==> src/rtl/prbs_sat_counter.sv <==
// prbs_sat_counter
// CNT_W-wide up counter that sticks at all-ones instead of wrapping.
// Ports:
//   clk   in  clock
//   rst   in  asynchronous active-high reset (count -> 0)
//   inc   in  increment enable
//   count out current count
module prbs_sat_counter #(
    parameter int CNT_W = 16
) (
    input  logic             clk,
    input  logic             rst,
    input  logic             inc,
    output logic [CNT_W-1:0] count
);

    always_ff @(posedge clk or posedge rst) begin
        if (rst) begin
            count <= '0;
        end else if (inc && (count != {CNT_W{1'b1}})) begin
            count <= count + 1'b1;
        end
    end

endmodule

==> config.mk <==
export PLATFORM = sky130hd
export DESIGN_NAME = prbs_sat_counter
export DESIGN_NICKNAME = d
export VERILOG_FILES = /design/src/rtl/prbs_sat_counter.sv
export SDC_FILE = /design/constraint.sdc
export NUM_CORES = 1
export LEC_CHECK = 0
export CAP_MARGIN = 15
export CORE_MARGIN = 4
export CORE_UTILIZATION = 51
export DETAILED_ROUTE_END_ITERATION = 6
export GPL_TIMING_DRIVEN = 0
export PLACE_DENSITY = 0.82
export SYNTH_ARGS = -nofsm -noshare
export SYNTH_HDL_FRONTEND = slang
export SYNTH_SLANG_ARGS = --single-unit
==> constraint.sdc <==
create_clock -name clk -period 2.8 [get_ports clk]
set_input_delay 0.7 -clock clk [delete_from_list [all_inputs] [get_ports clk]]
set_output_delay 0.7 -clock clk [all_outputs]
set_load 0.02 [all_outputs]
==> metrics.txt, run 1 <==
Core Util, Final between 60% and 70%; antenna viol nets, final 0; worst path bufs/invs 1; Worst Hold Class reg -> reg; worst path cell trace clkdlybuf4s50_1; dpl hpwl 1190 um; Reg power frac 45.1%; chip height between 40 and 50 um; Nets 98; Vias/cell 5.72; slowest cell on the critical path clkdlybuf4s50_1; Cells after Synth 71; Hold-fix buffers, CTS 0; status finished clean; Post-Syn Area per Cell between 10 and 15 um2; vias in the first global route 645; H-tree levels 1; Top delay family on crit path buffers and inverters; crit path capture type output port; CTS tree yes; initial core utilization 53.5%; cell-internal power 0.506 mW; setup TNS 0 ns; post-cts repair resize count 0; worst setup margin 0.659 ns; setup violators final 0; max reg flops 16; max cap viols 0; R2R Path Start count[0]$_DFFE_PP0P_; FF/Latch Area between 400 and 500 um2; syn nets 75; global-route wire length before repair 2780 um; clk_skew ~0.0011 ns; Net Sw Frac 36.8%; NetSw 0.295 mW; TritonCTS Buffers 3; routed len/inst 14.4 um; worst slew pin tran 0.596 ns; worst endpoint required time 2.10 ns; grt met3 use 3.76%; synthesis-to-layout area growth 29.3%; critical path peak fanout 7; proportion of layout cells with a drive suffix above 1 between 10% and 20%; DRC 0; Filler cells 135; Hold Path Sink count[15]$_DFFE_PP0P_; clock power share 19.1%; Power Density slightly below 800 nW/um2; startpoint class of the critical path register; GRT Max-Usage Layer met2; Root Driver clkbuf_4; GR Overflow Total 0; Final Hold Violating Endpoints 0; Yosys warnings 0; Largest regs count: 16 flops; mapped cell area 806 um2; synthesis-stage register bit count 16; Detailed Route WL 1570 um; Seq/Total Area, Yosys between 40% and 50%; reg2reg end count[14]$_DFFE_PP0P_; Rows 14; Tcrit/Tclk final between 70% and 80%; peak supply drop 0.609 mV; clock net sink count 16; M1 GR Usage roughly 21%; top cells by area, synth dfrtp_1, xnor2_1, nand3_1; worst hold stages 1; postcts setup bufs 0; core area 1510 um2; # diodes 0; Hold Worst Slack 0.536 ns; clk_lat worst skew 0.29 ns; largest net degree at the start of global routing 17; initial antenna violation count 0; Crit path largest cell delay 0.66 ns; flop-to-flop setup slack 1.13 ns; Setup WS pre-CTS 0.494 ns; Reg clk slew, reported paths 0.09 ns; max_slew headroom around three fifths; RSZ-0062 raised after global routing false; Vias 623; FMAX approximately 0.47 GHz; Slew Limit Fails 0; GRT met2 Usage 29.8%; critical path type reg -> out; post-synth top area share 49.7%; DRT Pass-1 Iters 4; clk buf depth 2; All-Layer GR Usage 17.4%; overall die width about 48 um; R2R depth 5; area of the multi-input gates ~400 um2; synth unique cells 22; DR iter-0 viols 6; Comb pwr share 35.8%; Crit. Startpoint count[4]$_DFFE_PP0P_; cell taking the most area after synthesis dfrtp_1; gpl congestion about 0.74; hold_sp count[15]$_DFFE_PP0P_; Port Buffers 18; min Tclk post-route 2.14 ns; Total Die Area between 2000 and 2500 um2; Biggest register count; num ports 19; Data arrival, critical path around 1.4 ns; Leakage Power between 0.4 and 0.5 nW
worst register-to-register path: stages (launching register included):
cell	delay, ns
dfrtp_1	0.43
ha_1	0.22
and4_1	0.29
nand3_1	0.15
nor2_1	0.14
mux2_2	0.33
layout by cell type, fill, tap and decap left out, drive strengths merged:
| cell type | count |
|---|---|
| nor2 | 3 |
| and2 | 1 |
| nand3 | 7 |
| and4 | 4 |
| nand2b | 1 |
| o21a | 1 |
| ha | 1 |
| inv | 1 |
| mux2i | 1 |
| clkbuf | 4 |
| mux2 | 2 |
| nand2 | 7 |
| a21oi | 2 |
| nor4 | 1 |
| xnor2 | 11 |
| nand4 | 7 |
| clkdlybuf4s50 | 18 |
| and3 | 5 |
| dfrtp | 16 |
worst max path at each step:
stage | end | slack [ns] | cells past startpoint
after global routing | count[4] | 0.62 | 1
after floorplan | count[1]$_DFFE_PP0P_ | 1.15 | 5
after global placement | count[14]$_DFFE_PP0P_ | 0.51 | 5
final | count[4] | 0.66 | 1
after detailed placement | count[14]$_DFFE_PP0P_ | 0.49 | 5
after CTS | count[4] | 0.65 | 1
per-layer routing:
layer	part of all wire (%)	wire length, um
met1	45	711
met2	50	779
met3	3.6	56
met4	1.5	23
met5	0	0
cell usage after synthesis:
master	n
ha_1	1
nand4_1	5
and4_2	1
nor4_4	1
nand3_1	7
nand4_2	1
o21a_1	1
nand2b_1	1
nand2_2	1
mux2_2	2
and4_1	3
nand2_1	6
and3_1	4
xnor2_1	11
dfrtp_1	16
and3_2	1
nor2_1	3
and2_1	1
inv_1	1
a21oi_1	2
mux2i_1	1
nand4_4	1
kinds of logic (layout without fill, tap and decap cells):
group / count (synthesis) / in the layout / share of synthesized area, %
compound gates: 3 / 3 / 2.17
mux: 3 / 3 / 4.04
flops: 16 / 16 / 49.7
buf+inv: 1 / 23 / 0.465
xor+xnor: 11 / 11 / 12.0
simple gates: 36 / 36 / 30.1
fa+ha+maj: 1 / 1 / 1.55
power by group through the flow:
stage	clock network [mW]	registers, mW	logic, mW
CTS	0.157	0.361	0.292
global route	0.166	0.375	0.312
floorplan	0	0.411	0.102
detailed placement	0	0.364	0.290
finish	0.153	0.361	0.286
global placement	0	0.359	0.281
cell type report:
cell class                 count  share of cell area, %
clock buffer                   4                   3.48
sequential                    16                   38.4
tap                           16                   1.92
inverter                       1                  0.360
multi-input combinational     54                   38.5
timing repair buffer          18                   17.3
per-stage QoR:
step / std cells / cell area, um2 / total power, mW
detailed placement: 105 / 1010 / 0.654
global placement: 105 / 1010 / 0.640
global route: 109 / 1040 / 0.853
floorplan: 71 / 806 / 0.513
CTS: 109 / 1040 / 0.810
finish: 109 / 1040 / 0.801
Note: power is estimated with default switching activity, not from simulation.
==> inputs of run 2 (changes only) <==
--- a/config.mk
+++ b/config.mk
@@ -7,10 +7,10 @@
 export LEC_CHECK = 0
 export CAP_MARGIN = 15
 export CORE_MARGIN = 4
-export CORE_UTILIZATION = 51
+export CORE_UTILIZATION = 43
 export DETAILED_ROUTE_END_ITERATION = 6
 export GPL_TIMING_DRIVEN = 0
-export PLACE_DENSITY = 0.82
+export PLACE_DENSITY = 0.73
 export SYNTH_ARGS = -nofsm -noshare
 export SYNTH_HDL_FRONTEND = slang
 export SYNTH_SLANG_ARGS = --single-unit
==> constraint.sdc (replaced) <==
create_clock -name clk -period 1.8 [get_ports clk]
set_input_delay 0.45 -clock clk [delete_from_list [all_inputs] [get_ports clk]]
set_output_delay 0.45 -clock clk [all_outputs]
set_load 0.02 [all_outputs]
==> run 2 against run 1 <==
Against the previous run:
- non-clock buffer count stayed put
- die area up 15%
- critical path type is now reg -> reg
- global-route usage is 3.6 points lower
- sequential cell count did not move
- critical path depth increased by 4
- via count decreased by 2.9%
- combinational power is 39% higher
- largest cell class unchanged
- wire length decreased by 0.51%
- sequential power grew 53%
- clock power up 20%
- first-iteration DRC count up 33%
==> metrics.txt, run 2 (synthesized netlist as in run 1, its figures left out) <==
critical path type reg -> reg; Largest regs count: 16 flops; peak supply drop 0.778 mV (+28%); most frequent cells in the layout dfrtp_1, xnor2_1, dlymetal6s2s_1; Worst Hold Class in -> async; clk buf depth 2 (unchanged); chip height 51.3 um (+7.4%); Vias 605 (-2.9%); clk_skew 0.000893 ns (-0.000243 ns); most common cell after layout, fill and taps aside dfrtp_1; Core Util, Final 60.4% (-8.8 points); clock net sink count 16 (unchanged); NetSw 0.434 mW (+47%); max_slew headroom 61.1% (+0.83 points); post-cts repair resize count 9 (+9); RSZ-0062 raised after global routing false; Rows 15 (+1); cell-internal power 0.700 mW (+38%); Area after DPL 1020 um2 (+1.1%); All-Layer GR Usage 13.8% (-3.6 points); gpl congestion 0.757 (+2.0%); routed len/inst 13.4 um (-7.3%); clock power share 16.2% (-2.9 points); Reg clk slew, reported paths 0.08 ns (about the same); Power Density 1080 nW/um2 (+40%); Net Sw Frac 38.3% (+1.5 points); Final Hold Violating Endpoints 0 (unchanged); crit path capture type register; DRC 0 (unchanged); Root Driver clkbuf_4; Reg power frac 48.9% (+3.8 points); initial core utilization 46.2% (-7.3 points); Detailed Route WL 1560 um (-0.51%); overall die width 51.3 um (+7.4%); Slew Limit Fails 0 (unchanged); core area 1750 um2 (+16%); TritonCTS Buffers 3 (unchanged); GR Overflow Total 0 (unchanged); Total Die Area 2630 um2 (+15%); H-tree levels 1 (unchanged); Comb pwr share 35.0% (-0.8 points); largest net degree at the start of global routing 17 (unchanged); Leakage Power 0.618 nW (+35%); Final Power 1.13 mW (+42%); DP Cell Count 114 (+8.6%); Data arrival, critical path 1.87 ns (+0.43 ns); worst slew pin tran 0.583 ns (-0.0125 ns); FMAX 0.591 GHz; min Tclk post-route 1.69 ns; Port Buffers 18 (unchanged); critical path peak fanout 5 (-2); clk_lat worst skew 0.29 ns (about the same); Nets 98 (unchanged); Tcrit/Tclk final 94.0%; Vias/cell 5.17 (-9.5%); # diodes 0 (unchanged); worst endpoint required time 1.98 ns (-0.12 ns); vias in the first global route 593 (-8.1%); proportion of layout cells with a drive suffix above 1 13.0% (+0.14 points); initial antenna violation count 0 (unchanged); synthesis-to-layout area growth 30.7%; dpl hpwl 1090 um (-8.6%); postcts setup bufs 0 (unchanged); setup violators final 0 (unchanged); Layout Cells excl Fill 117 (+7.3%); post-route cell area 1050 um2 (+1.1%); max reg flops 16 (unchanged); setup TNS 0 ns (unchanged); DR iter-0 viols 8 (+2); status finished clean; antenna viol nets, final 0 (unchanged); DRT Pass-1 Iters 4 (unchanged); num ports 19 (unchanged); global-route wire length before repair 2670 um (-4.0%); startpoint class of the critical path register; max cap viols 0 (unchanged); CTS tree yes; Hold-fix buffers, CTS 0 (unchanged); Biggest register count
[run 2: layout make-up]
cell class / instances / area [um2]
clock buffer: 3 / 22.5
fill: 159 / 692
inverter: 1 / 3.75
multi-input combinational: 54 / 403
sequential: 16 / 400
tap: 25 / 31.3
timing repair buffer: 18 / 193
[run 2: per-stage QoR]
step / worst slack, ns / hold WS (ns)
after floorplan: 0.154 / 0.364
after global placement: -0.256 / 0.495
after detailed placement: -0.315 / 0.506
after CTS: 0.00130 / 0.519
after global routing: 0.0240 / 0.542
final: 0.108 / 0.513
[run 2: per-layer routing]
metal / track usage, % / vias up / routed length, um
li1: - / 300 / -
met1: 18.8 / 286 / 741
met2: 19.7 / 13 / 718
met3: 2.62 / 6 / 61
met4: 9.17 / 0 / 41
met5: 0 / - / 0
[run 2: path summary, 6_finish.rpt]
check | slack (ns) | cells past startpoint | to | start
setup / recovery | 0.11 | 5 | count[14]$_DFFE_PP0P_ | count[0]$_DFFE_PP0P_
hold / removal | 0.51 | 2 | count[13]$_DFFE_PP0P_ | rst
setup reg to reg | 0.11 | 5 | count[14]$_DFFE_PP0P_ | count[0]$_DFFE_PP0P_
hold reg to reg | 0.52 | 1 | count[10]$_DFFE_PP0P_ | count[10]$_DFFE_PP0P_
max in group asynchronous | 0.91 | 2 | count[0]$_DFFE_PP0P_ | rst
min in group clk | 0.52 | 1 | count[10]$_DFFE_PP0P_ | count[10]$_DFFE_PP0P_
[run 2: worst max-delay path: stages (launching register included)]
cell     delay [ns]
dfrtp_1        0.44
ha_1           0.22
and4_2         0.29
nand3_1        0.13
nor2_1         0.15
mux2_2         0.34
[run 2: power groups by stage]
stage	Combinational [mW]	Sequential, mW	Clock, mW
after global placement	0.438	0.560	0
after global routing	0.438	0.576	0.206
after floorplan	0.158	0.640	0
after CTS	0.408	0.553	0.190
after detailed placement	0.443	0.561	0
final	0.397	0.554	0.183
